[src/rtl/cmos_dvp_rx_v2.sv]
// DVP sensor bus receiver: assembles BPP bus words per pixel, adds SOF/EOL, skips warm-up frames.
// Define CMOS_STATS_EN to enable measured frame width/height outputs (tied to 0 otherwise).
module cmos_dvp_rx_v2 #(
  parameter int DATA_W         = 8,
  parameter int BPP            = 2,
  parameter int FRAME_WAIT     = 15,
  parameter int MSB_FIRST      = 1,
  parameter int VS_ACTIVE_HIGH = 1,
  parameter int CNT_W          = 12
) (
  input  logic                    cmos_pclk_i,
  input  logic                    rst_n_i,
  input  logic                    cmos_href_i,
  input  logic                    cmos_vsync_i,
  input  logic [DATA_W-1:0]       cmos_data_i,
  input  logic                    enable_i,
  output logic                    pix_valid_o,
  output logic [DATA_W*BPP-1:0]   pix_data_o,
  output logic                    sof_o,
  output logic                    eol_o,
  output logic                    out_en_o,
  output logic [7:0]              frame_cnt_o,
  output logic                    line_err_o,
  output logic                    byte_err_o,
  output logic [CNT_W-1:0]        frame_w_o,
  output logic [CNT_W-1:0]        frame_h_o
);
  localparam int PW = DATA_W * BPP;
  localparam logic [7:0] FW8 = 8'(FRAME_WAIT);
  localparam logic [1:0] WLAST = 2'(BPP - 1);

  typedef enum logic [1:0] {ST_WAIT, ST_IDLE, ST_ACTIVE} state_t;

  logic [1:0] rst_sync_q, rst_sync_d;
  logic       rst_int_n;
  assign rst_sync_d = {rst_sync_q[0], 1'b1};
  assign rst_int_n  = rst_sync_q[1];

  always_ff @(posedge cmos_pclk_i or negedge rst_n_i) begin
    if (!rst_n_i) rst_sync_q <= '0;
    else          rst_sync_q <= rst_sync_d;
  end

  state_t            state_q, state_d;
  logic              href1_q, href1_d, href2_q, href2_d, vs1_q, vs1_d, vs2_q, vs2_d;
  logic [DATA_W-1:0] data1_q, data1_d;
  logic [1:0]        vld_q, vld_d;
  logic [7:0]        warm_q, warm_d, frame_cnt_q, frame_cnt_d;
  logic              out_en_q, out_en_d;
  logic [1:0]        wcnt_q, wcnt_d;
  logic [PW-1:0]     asm_q, asm_d, hold_q, hold_d, pix_data_q, pix_data_d, asm_shift;
  logic              hold_vld_q, hold_vld_d, sof_pend_q, sof_pend_d;
  logic [CNT_W-1:0]  line_px_q, line_px_d, ref_w_q, ref_w_d;
  logic              ref_vld_q, ref_vld_d;
  logic              pix_valid_q, pix_valid_d, sof_q, sof_d, eol_q, eol_d;
  logic              line_err_q, line_err_d, byte_err_q, byte_err_d;
  logic              frame_start, frame_end, href_fall;

  generate
    if (BPP == 1) begin : g_one
      assign asm_shift = data1_q;
    end else if (MSB_FIRST != 0) begin : g_msb
      assign asm_shift = {asm_q[PW-DATA_W-1:0], data1_q};
    end else begin : g_lsb
      assign asm_shift = {data1_q, asm_q[PW-1:DATA_W]};
    end
  endgenerate

  // Edges are only trusted once both stage copies hold real samples, so an idle-blanking
  // VSYNC at reset release is not mistaken for a frame end.
  assign frame_start = vld_q[1] &  vs2_q   & ~vs1_q;
  assign frame_end   = vld_q[1] & ~vs2_q   &  vs1_q;
  assign href_fall   = vld_q[1] &  href2_q & ~href1_q;

  always_comb begin
    vld_d       = {vld_q[0], 1'b1};
    href1_d     = cmos_href_i;
    vs1_d       = (VS_ACTIVE_HIGH != 0) ? cmos_vsync_i : ~cmos_vsync_i;
    data1_d     = cmos_data_i;
    href2_d     = href1_q;
    vs2_d       = vs1_q;
    warm_d      = warm_q;
    if (frame_start && warm_q != FW8) warm_d = warm_q + 8'd1;
    out_en_d    = (warm_q == FW8);
    frame_cnt_d = frame_cnt_q + {7'd0, frame_end};
    state_d     = state_q;
    wcnt_d      = wcnt_q;
    asm_d       = asm_q;
    hold_d      = hold_q;
    hold_vld_d  = hold_vld_q;
    sof_pend_d  = sof_pend_q;
    line_px_d   = line_px_q;
    ref_w_d     = ref_w_q;
    ref_vld_d   = ref_vld_q;
    pix_valid_d = 1'b0;
    pix_data_d  = pix_data_q;
    sof_d       = 1'b0;
    eol_d       = 1'b0;
    line_err_d  = 1'b0;
    byte_err_d  = 1'b0;

    case (state_q)
      ST_WAIT:   if (out_en_q) state_d = ST_IDLE;
      ST_IDLE:   if (frame_start && enable_i) state_d = ST_ACTIVE;
      ST_ACTIVE: if (frame_end) state_d = ST_IDLE;
      default:   state_d = ST_WAIT;
    endcase

    if (state_q == ST_ACTIVE && !frame_start) begin
      if (href1_q) begin
        asm_d = asm_shift;
        if (wcnt_q == WLAST) begin
          wcnt_d     = 2'd0;
          hold_d     = asm_shift;
          hold_vld_d = 1'b1;
          line_px_d  = line_px_q + CNT_W'(1);
          if (hold_vld_q) begin
            pix_valid_d = 1'b1;
            pix_data_d  = hold_q;
            sof_d       = sof_pend_q;
            sof_pend_d  = 1'b0;
          end
        end else begin
          wcnt_d = wcnt_q + 2'd1;
        end
      end else if (href_fall) begin
        wcnt_d     = 2'd0;
        byte_err_d = (wcnt_q != 2'd0);
        if (hold_vld_q) begin
          pix_valid_d = 1'b1;
          pix_data_d  = hold_q;
          sof_d       = sof_pend_q;
          sof_pend_d  = 1'b0;
          eol_d       = 1'b1;
          hold_vld_d  = 1'b0;
          line_px_d   = '0;
          if (ref_vld_q) begin
            line_err_d = (line_px_q != ref_w_q);
          end else begin
            ref_w_d   = line_px_q;
            ref_vld_d = 1'b1;
          end
        end
      end
    end

    // Outside capture, or on a (re)started frame, any partial line state is discarded.
    if (state_q != ST_ACTIVE || frame_start) begin
      wcnt_d     = 2'd0;
      hold_vld_d = 1'b0;
      line_px_d  = '0;
    end
    if (frame_start) begin
      ref_w_d    = '0;
      ref_vld_d  = 1'b0;
      sof_pend_d = 1'b1;
    end
  end

  always_ff @(posedge cmos_pclk_i or negedge rst_int_n) begin
    if (!rst_int_n) begin
      state_q     <= ST_WAIT;
      href1_q     <= 1'b0;
      href2_q     <= 1'b0;
      vs1_q       <= 1'b0;
      vs2_q       <= 1'b0;
      data1_q     <= '0;
      vld_q       <= '0;
      warm_q      <= '0;
      frame_cnt_q <= '0;
      out_en_q    <= 1'b0;
      wcnt_q      <= '0;
      asm_q       <= '0;
      hold_q      <= '0;
      hold_vld_q  <= 1'b0;
      sof_pend_q  <= 1'b0;
      line_px_q   <= '0;
      ref_w_q     <= '0;
      ref_vld_q   <= 1'b0;
      pix_valid_q <= 1'b0;
      pix_data_q  <= '0;
      sof_q       <= 1'b0;
      eol_q       <= 1'b0;
      line_err_q  <= 1'b0;
      byte_err_q  <= 1'b0;
    end else begin
      state_q     <= state_d;
      href1_q     <= href1_d;
      href2_q     <= href2_d;
      vs1_q       <= vs1_d;
      vs2_q       <= vs2_d;
      data1_q     <= data1_d;
      vld_q       <= vld_d;
      warm_q      <= warm_d;
      frame_cnt_q <= frame_cnt_d;
      out_en_q    <= out_en_d;
      wcnt_q      <= wcnt_d;
      asm_q       <= asm_d;
      hold_q      <= hold_d;
      hold_vld_q  <= hold_vld_d;
      sof_pend_q  <= sof_pend_d;
      line_px_q   <= line_px_d;
      ref_w_q     <= ref_w_d;
      ref_vld_q   <= ref_vld_d;
      pix_valid_q <= pix_valid_d;
      pix_data_q  <= pix_data_d;
      sof_q       <= sof_d;
      eol_q       <= eol_d;
      line_err_q  <= line_err_d;
      byte_err_q  <= byte_err_d;
    end
  end

`ifdef CMOS_STATS_EN
  logic [CNT_W-1:0] line_cnt_q, line_cnt_d, frame_w_q, frame_w_d, frame_h_q, frame_h_d;

  always_comb begin
    line_cnt_d = line_cnt_q;
    frame_w_d  = frame_w_q;
    frame_h_d  = frame_h_q;
    if (eol_d) line_cnt_d = line_cnt_q + CNT_W'(1);
    if (frame_start) line_cnt_d = '0;
    if (frame_end && state_q == ST_ACTIVE) begin
      frame_w_d = ref_w_q;
      frame_h_d = line_cnt_q;
    end
  end

  always_ff @(posedge cmos_pclk_i or negedge rst_int_n) begin
    if (!rst_int_n) begin
      line_cnt_q <= '0;
      frame_w_q  <= '0;
      frame_h_q  <= '0;
    end else begin
      line_cnt_q <= line_cnt_d;
      frame_w_q  <= frame_w_d;
      frame_h_q  <= frame_h_d;
    end
  end

  assign frame_w_o = frame_w_q;
  assign frame_h_o = frame_h_q;
`else
  assign frame_w_o = '0;
  assign frame_h_o = '0;
`endif

  assign pix_valid_o = pix_valid_q;
  assign pix_data_o  = pix_data_q;
  assign sof_o       = sof_q;
  assign eol_o       = eol_q;
  assign out_en_o    = out_en_q;
  assign frame_cnt_o = frame_cnt_q;
  assign line_err_o  = line_err_q;
  assign byte_err_o  = byte_err_q;

endmodule

[config.mk]
export PLATFORM = sky130hd
export DESIGN_NAME = cmos_dvp_rx_v2
export DESIGN_NICKNAME = d
export VERILOG_FILES = /design/src/rtl/cmos_dvp_rx_v2.sv
export SDC_FILE = /design/constraint.sdc
export NUM_CORES = 1
export LEC_CHECK = 0
export BUFFER_PORTS_ARGS = -buffer_cell sky130_fd_sc_hd__buf_2
export CAP_MARGIN = 10
export CORE_AREA = 2 2 87 97
export CTS_BUF_LIST = sky130_fd_sc_hd__clkbuf_4
export DETAILED_ROUTE_END_ITERATION = 16
export DIE_AREA = 0 0 89 99
export PLACE_DENSITY = 0.82
export SYNTH_ARGS = -nofsm -noshare
export SYNTH_HDL_FRONTEND = slang
export SYNTH_SLANG_ARGS = --single-unit
[constraint.sdc]
create_clock -name cmos_pclk_i -period 6.2 [get_ports cmos_pclk_i]
set_input_delay 0.62 -clock cmos_pclk_i [delete_from_list [all_inputs] [get_ports cmos_pclk_i]]
set_output_delay 0.62 -clock cmos_pclk_i [all_outputs]
set_load 0.02 [all_outputs]
==> flow_metrics.tcl, run 1 <==
set metrics [dict create \
    power.clock.fraction 0.248 \
    drt-vias-per-instance 5.23 \
    critPathLaunchType "flip-flop" \
    fillCellCount 624 \
    power_density_mw_per_mm2 258 \
    final_critical_path_setup_slack_ns 3.86 \
    critPathCaptureType "flip-flop" \
    ys_dominant_reg_cell "sky130_fd_sc_hd__dfrtp_1" \
    cts_tree "done" \
    rr_worst_depth 4 \
    timing_worst_setup_path_type "flip-flop to flip-flop" \
    critPathSlowestCell "sky130_fd_sc_hd__nor4_2" \
    post_synth_instance_area_mm2 0.00458 \
    wl_per_cell_um 14.2 \
    worst_hold_path.endpoint "data1_q[4]" \
    h-tree-depth 3 \
    power_report.internal_total_mw 0.912 \
    ir_drop_mv 0.188 \
    via_count 2685 \
    gpl.final_weighted_congestion 0.798 \
    synth.yosys.warnings 0 \
    finalHoldViolCount 0 \
    setup.reg_to_reg.worst_slack_ns 3.86 \
    grt_busiest_layer "met2" \
    antenna_left 0 \
    grt_max_degree 64 \
    hold_path.class "input pin to flip-flop" \
    floorplan.die_area_mm2 0.00881 \
    regToRegEndpoint "line_px_q[5]" \
    n_antenna_cell 0 \
    floorplan.die.height_um 99 \
    postSynthAreaPerCell_um2 12.9 \
    drt_iter0_drc 127 \
    ctsLongestPathBuffers 2 \
    detailed_place_hpwl_um 5030 \
    tritoncts_num_sinks 109 \
    worst_path_largest_cell_delay_ns 0.91 \
    synth_seq_cells 109 \
    total_of_buffers_placed_on_input_and_output_ports 42 \
    post_synthesis_cell_type_count 44 \
    core_box_area_mm2 0.00783 \
    initial_core_util 0.586 \
    gr-usage-met1 0.265 \
    area_growth_from_synthesis_to_layout_pct 7.40 \
    global_route.overflow_total 0 \
    grt_pass1_vias 2643 \
    time_the_final_worst_path_needs_with_i_o_delays_and_setup_ns 2.34 \
    synth_async_sr_flop_share 1.00 \
    clock-skew-final_ns 0.0115 \
    std_cell_rows 34 \
    postLayoutCoreUtil 0.629 \
    outcome "finished, final reports clean" \
    postCtsSetupBuffers 0 \
    grtUsageTotal 0.189 \
    floorplan.die.width_um 89 \
    synth_enable_flop_cells 0 \
    layout-drive-gt1-share 0.254 \
    critical_path.reg2reg.startpoint "vld_q[1]" \
    drt_wl_total_um 7290 \
    sequential_cell_area_fraction_in_the_yosys_report 0.595 \
    timing.critical_path.cells "and3b_1 -> nor4_2 -> o21ai_0 -> a21oi_1" \
    post-route-period-util 0.378 \
    worst_pin_slew_ns 0.922 \
    setup_tns_ns 0 \
    grt_setup_unrepaired "false" \
    cts.reportedPaths.clkPinSlew_ns 0.16 \
    clk_root_buffer_cell "sky130_fd_sc_hd__clkbuf_4" \
    critPathMaxFanout 23 \
    sequentialPowerShare 0.643 \
    grt_first_pass_wirelength_um 12800 \
    maxClockFrequency_mhz 427 \
    slew_headroom 0.385 \
    drcViolationCount 0 \
    global_route.usage.met2 0.298 \
    yosysTopAreaCellShare 0.595 \
    cap_viol_max_count 0 \
    leakage_nw 2.66 \
    post-synth-top-area-cell "sky130_fd_sc_hd__dfrtp_1" \
    finalSetupViolCount 0 \
    worst_ep_required_time_ns 6.57 \
    power_mw 1.27 \
    cts-buffers-inserted 9 \
    grt_use_met3 0.0369 \
    syn_inst 355 \
    power_switching_share 0.283 \
    worst_ep_arrival_time_ns 2.71 \
    detailedRoute.firstPassIterationCount 5 \
    worstHoldPathCells 1 \
    netSwitchingPower_mw 0.359 \
    initial_antenna_violation_count 0 \
    timing.final.max_slew_violations 0 \
    min_from "cmos_data_i[4]" \
    share_comb_of_total_power 0.109 \
    ios 67 \
    clock_network_latency_to_the_later_pin_of_the_worst_skew_pair_ns 0.44 \
    netlist_top_cells_area "sky130_fd_sc_hd__dfrtp_1 (59%), sky130_fd_sc_hd__mux2_2 (8.6%), sky130_fd_sc_hd__buf_4 (4.3%), sky130_fd_sc_hd__mux2i_1 (3.1%), sky130_fd_sc_hd__xor2_1 (3.1%)" \
    dp_slack_ns 3.95 \
    finish.net_count 417 \
]
## placed cells by master (no fill, tap or decap), types with 3 or more instances in the layout
cell type and instances:
sky130_fd_sc_hd__and3_1 7, sky130_fd_sc_hd__and4_1 4, sky130_fd_sc_hd__conb_1 26, sky130_fd_sc_hd__nand4_1 3, sky130_fd_sc_hd__mux2_2 35, sky130_fd_sc_hd__nand2_1 19
sky130_fd_sc_hd__ha_1 4, sky130_fd_sc_hd__clkbuf_4 9, sky130_fd_sc_hd__mux2_1 7, sky130_fd_sc_hd__o21ai_0 9, sky130_fd_sc_hd__nand3b_1 3, sky130_fd_sc_hd__nand3_1 9
sky130_fd_sc_hd__or3_1 7, sky130_fd_sc_hd__xor2_1 16, sky130_fd_sc_hd__dfrtp_1 108, sky130_fd_sc_hd__inv_1 3, sky130_fd_sc_hd__a21oi_1 11, sky130_fd_sc_hd__nor2_1 21
sky130_fd_sc_hd__mux2i_1 14, sky130_fd_sc_hd__and3b_1 3, sky130_fd_sc_hd__xnor2_1 9, sky130_fd_sc_hd__nor4_1 3, sky130_fd_sc_hd__buf_2 42
## power groups by stage
stage | logic (mW) | registers, mW | clock network, mW
after global placement | 0.136 | 0.826 | 0
after CTS | 0.141 | 0.817 | 0.325
after global routing | 0.157 | 0.829 | 0.355
after detailed placement | 0.141 | 0.830 | 0
final | 0.139 | 0.817 | 0.316
after floorplan | 0.0946 | 0.844 | 0
## timing repair
action | CTS | global route
hold buffers | 1 | 0
endpoints found under the setup margin | 0 | 0
resized for setup | 0 | 0
endpoints found under the hold margin | 2 | 0
## cell type report
type | instances | area, um^2 | share of cell area
multi-input combinational | 232 | 1690 | 0.342
timing repair buffer | 45 | 235 | 0.0478
clock inverter | 7 | 57.6 | 0.0117
tap | 108 | 135 | 0.0274
inverter | 3 | 11.3 | 0.00229
clock buffer | 9 | 67.6 | 0.0137
sequential | 109 | 2730 | 0.555
## metal layers
metal / share of wire / wire (um)
met4: 0.021 / 150
met5: 0 / 0
met2: 0.48 / 3520
met3: 0.039 / 282
met1: 0.46 / 3340
## cell families (layout without fill, tap and decap cells)
kind of cell	Yosys count	count (layout)	share of synthesized area
buffers and inverters	38	64	0.0570
other	2	26	0.00164
muxes	56	56	0.134
DFF	109	109	0.595
and+or+nand+nor	92	92	0.114
AOI/OAI and AO/OA	29	29	0.0399
xor gates and xnor gates	25	25	0.0478
adders and majority gates	4	4	0.0109
## worst max-delay path: cells and delay by family (launching register included)
kind	cells	cell delay, ns
AO/OA/AOI/OAI	2	0.39
flip-flops	1	0.45
AND/OR/NAND/NOR	2	1.41
## stage by stage
stage / hold WS [ns] / std cells / cell area [um^2]
2_1_floorplan: 0.324 / 379 / 4670
3_3_place_gp: 0.326 / 496 / 4790
3_5_place_dp: 0.334 / 496 / 4790
4_1_cts: 0.243 / 513 / 4920
5_1_grt: 0.237 / 513 / 4920
6_report: 0.266 / 513 / 4920
## Yosys cell counts, drive strengths merged, types with 7 or more instances
library cell / n
dfrtp: 109
mux2: 42
buf: 33
nor2: 22
nand2: 19
xor2: 16
mux2i: 14
a21oi: 11
o21ai: 11
nand3: 10
xnor2: 9
and3: 7
or3: 7
## state kept, by name, summed over array words and instances, names as in the netlist, 2 cells and up
name and cells:
state_q 2, wcnt_q 2, frame_cnt_o 8, hold_q 16
line_px_q 12, asm_q 8, data1_q 8, rst_sync_q 2
ref_w_q 12, warm_q 8, vld_q 2, pix_data_o 16
## how the worst max path moves through the flow
stage | start | end | slack (ns) | depth (start not counted)
after floorplan | rst_sync_q[1] | asm_q[0] | 2.94 | 0
after global placement | vs1_q | line_px_q[11] | 4.05 | 4
after detailed placement | vs1_q | line_px_q[11] | 3.95 | 4
after CTS | vld_q[1] | line_px_q[4] | 3.89 | 4
after global routing | vld_q[1] | line_px_q[7] | 3.64 | 4
final | vld_q[1] | line_px_q[5] | 3.86 | 4
(Power assumes the default switching activity.)
==> inputs of run 2 (changes only) <==
- ABC_AREA: default -> 1
- CORE_AREA: 2 2 87 97 -> 2 2 89 100
- DIE_AREA: 0 0 89 99 -> 0 0 91 102
- PLACE_DENSITY: 0.82 -> 0.8
- clock period: 6.2 -> 2.5 ns (I/O delays scaled with it)
==> flow_metrics.tcl, run 2 <==
set metrics [dict create \
    postCtsResizedCells 0 \
    hold_path.class "input pin to flip-flop" \
    synth_async_sr_flop_share 1.00 \
    worstHoldPathCells 3 \
    critPathMaxFanout 33 \
    grt_pass1_vias 3140 \
    slew_headroom 0.370 \
    syn_inst 518 \
    netlist_top_cells_area "sky130_fd_sc_hd__dfrtp_1 (57%), sky130_fd_sc_hd__nand2_1 (10%), sky130_fd_sc_hd__inv_1 (4.9%), sky130_fd_sc_hd__o21ai_0 (4.0%), sky130_fd_sc_hd__buf_4 (3.9%)" \
    postCtsSetupBuffers 0 \
    leakage_nw 2.74 \
    grt_max_degree 50 \
    drcViolationCount 0 \
    antenna_left 0 \
    synth.yosys.warnings 0 \
    drt-vias-per-instance 4.95 \
    dpl.cell_count 661 \
    clock-skew-final_ns 0.0186 \
    setup_tns_ns 0 \
    worst_path_bufs_invs 0 \
    via_count 3406 \
    timing.final.max_slew_violations 0 \
    grtUsageTotal 0.189 \
    post_synthesis_cell_type_count 28 \
    finish.net_count 589 \
    synth_seq_cells 109 \
    drt_wl_total_um 8360 \
    floorplan.die.width_um 91 \
    detailed_place_hpwl_um 5910 \
    final_cells 688 \
    yosysMostFrequentCell "sky130_fd_sc_hd__nand2_1" \
    layout-drive-gt1-share 0.135 \
    critPathLaunchType "flip-flop" \
    sequential_cell_area_fraction_in_the_yosys_report 0.572 \
    ctsLongestPathBuffers 2 \
    ir_drop_mv 0.500 \
    grt_first_pass_wirelength_um 14200 \
    worst_ep_arrival_time_ns 2.21 \
    timing_worst_setup_path_type "flip-flop to flip-flop" \
    final_cell_mix "sky130_fd_sc_hd__nand2_1 (128), sky130_fd_sc_hd__dfrtp_1 (108), sky130_fd_sc_hd__inv_1 (62)" \
    postSynthAreaPerCell_um2 9.20 \
    global_route.usage.met2 0.328 \
    core_box_area_mm2 0.00823 \
    outcome "finished, final reports clean" \
    floorplan.die.height_um 102 \
    grt_busiest_layer "met2" \
    maxClockFrequency_mhz 540 \
    cap_viol_max_count 0 \
    detailedRoute.firstPassIterationCount 5 \
    finalHoldViolCount 0 \
    critPathSlowestCell "sky130_fd_sc_hd__nand2_1" \
    clock_network_latency_to_the_later_pin_of_the_worst_skew_pair_ns 0.46 \
    total_of_buffers_placed_on_input_and_output_ports 42 \
    wl_per_cell_um 12.2 \
    time_the_final_worst_path_needs_with_i_o_delays_and_setup_ns 1.85 \
    ios 67 \
    worst_ep_required_time_ns 2.86 \
    cts-buffers-inserted 9 \
    h-tree-depth 3 \
    min_from "enable_i" \
    global_route.overflow_total 0 \
    setup.reg_to_reg.worst_slack_ns 0.65 \
    critPathCaptureType "flip-flop" \
    cts_tree "done" \
    critical_path.reg2reg.startpoint "vld_q[1]" \
    tritoncts_num_sinks 109 \
    regToRegEndpoint "hold_q[8]" \
    worst_hold_path.endpoint "state_q[1]" \
    floorplan.die_area_mm2 0.00928 \
    hold_buffer_count_at_cts 11 \
    timing.critical_path.cells "nand2_2 -> nor2_8 -> nor2_4 -> nand2_1 -> o21ai_0" \
    yosysTopAreaCellShare 0.572 \
    worst_path_largest_cell_delay_ns 0.56 \
    power_density_mw_per_mm2 670 \
    initial_antenna_violation_count 0 \
    std_cell_rows 35 \
    finalSetupViolCount 0 \
    grt_setup_unrepaired "false" \
    post-synth-top-area-cell "sky130_fd_sc_hd__dfrtp_1" \
    gpl.final_weighted_congestion 0.847 \
    drt_iter0_drc 205 \
    grt_use_met3 0.0295 \
    rr_worst_depth 5 \
    gr-usage-met1 0.246 \
    post_synth_instance_area_mm2 0.00476 \
    initial_core_util 0.579 \
    n_antenna_cell 0 \
    clk_root_buffer_cell "sky130_fd_sc_hd__clkbuf_4" \
    cts.reportedPaths.clkPinSlew_ns 0.17 \
    post-route-period-util 0.740 \
    ys_dominant_reg_cell "sky130_fd_sc_hd__dfrtp_1" \
    synth.top_cells.by_count "sky130_fd_sc_hd__nand2_1 (128), sky130_fd_sc_hd__dfrtp_1 (109), sky130_fd_sc_hd__inv_1 (62), sky130_fd_sc_hd__o21ai_0 (38), sky130_fd_sc_hd__nor2_1 (37)" \
    worst_pin_slew_ns 0.943 \
    area_growth_from_synthesis_to_layout_pct 10.2 \
    leading_cell_type_in_the_layout_fill_and_taps_excluded "sky130_fd_sc_hd__nand2_1" \
    path_delay_family "simple AND/OR/NAND/NOR gates" \
    synth_enable_flop_cells 0 \
]
run 2: changes by cell type after synthesis, sizes merged, moves of 18 or more:
cell   before  now
inv         3   64
mux2       42    0
nand2      19  133
nand3      10   32
nor2       22   40
o21ai      11   42
run 2: metrics by stage:
step                hold WS, ns  area [um^2]  setup slack, ns   util  power, mW
global placement         0.0348         4970            0.780  0.604       2.54
CTS                      0.0399         5250            0.621  0.638       3.55
global route             0.0174         5250            0.417  0.638       3.71
floorplan               -0.0456         4860            0.675      -       2.45
finish                   0.0634         5250            0.649  0.638       3.52
detailed placement       0.0362         4970            0.665  0.604       2.58
run 2: kinds of logic after synthesis:
logic type,share of synthesized area
compound gates,0.0720
xor+xnor,0.0294
fa+ha+maj,0.0105
buf+inv,0.106
flops,0.572
other cells,0.00158
simple gates,0.208
run 2: power breakdown:
group	internal [mW]	total, mW	switching [mW]
clock network	0.344	0.968	0.624
registers	1.93	2.06	0.127
logic	0.171	0.492	0.321
run 2: worst max-delay path by stage:
stage	from	end	cells after the start
floorplan	rst_sync_q[1]	asm_q[0]	0
global placement	vld_q[1]	hold_q[6]	6
detailed placement	state_q[0]	hold_q[6]	6
CTS	vld_q[1]	hold_q[8]	5
global route	vld_q[1]	hold_q[8]	5
finish	vld_q[1]	hold_q[8]	5
run 2: final cells by class:
cell class / instances / area, um^2
tap: 111 / 139
sequential: 109 / 2730
timing repair buffer: 55 / 348
inverter: 64 / 245
fill: 668 / 2980
clock buffer: 9 / 67.6
clock inverter: 7 / 100
multi-input combinational: 333 / 1620
run 2: worst min-delay path, cell delays in order:
cell and delay, ns:
sky130_fd_sc_hd__buf_2 0.10, sky130_fd_sc_hd__nand2_1 0.08, sky130_fd_sc_hd__o22ai_1 0.07
run 2: metal layers:
layer  vias up  share of wire
met5         -              0
met4         0          0.015
met3        11          0.028
met2        65           0.51
met1      1641           0.45
li1       1689              -
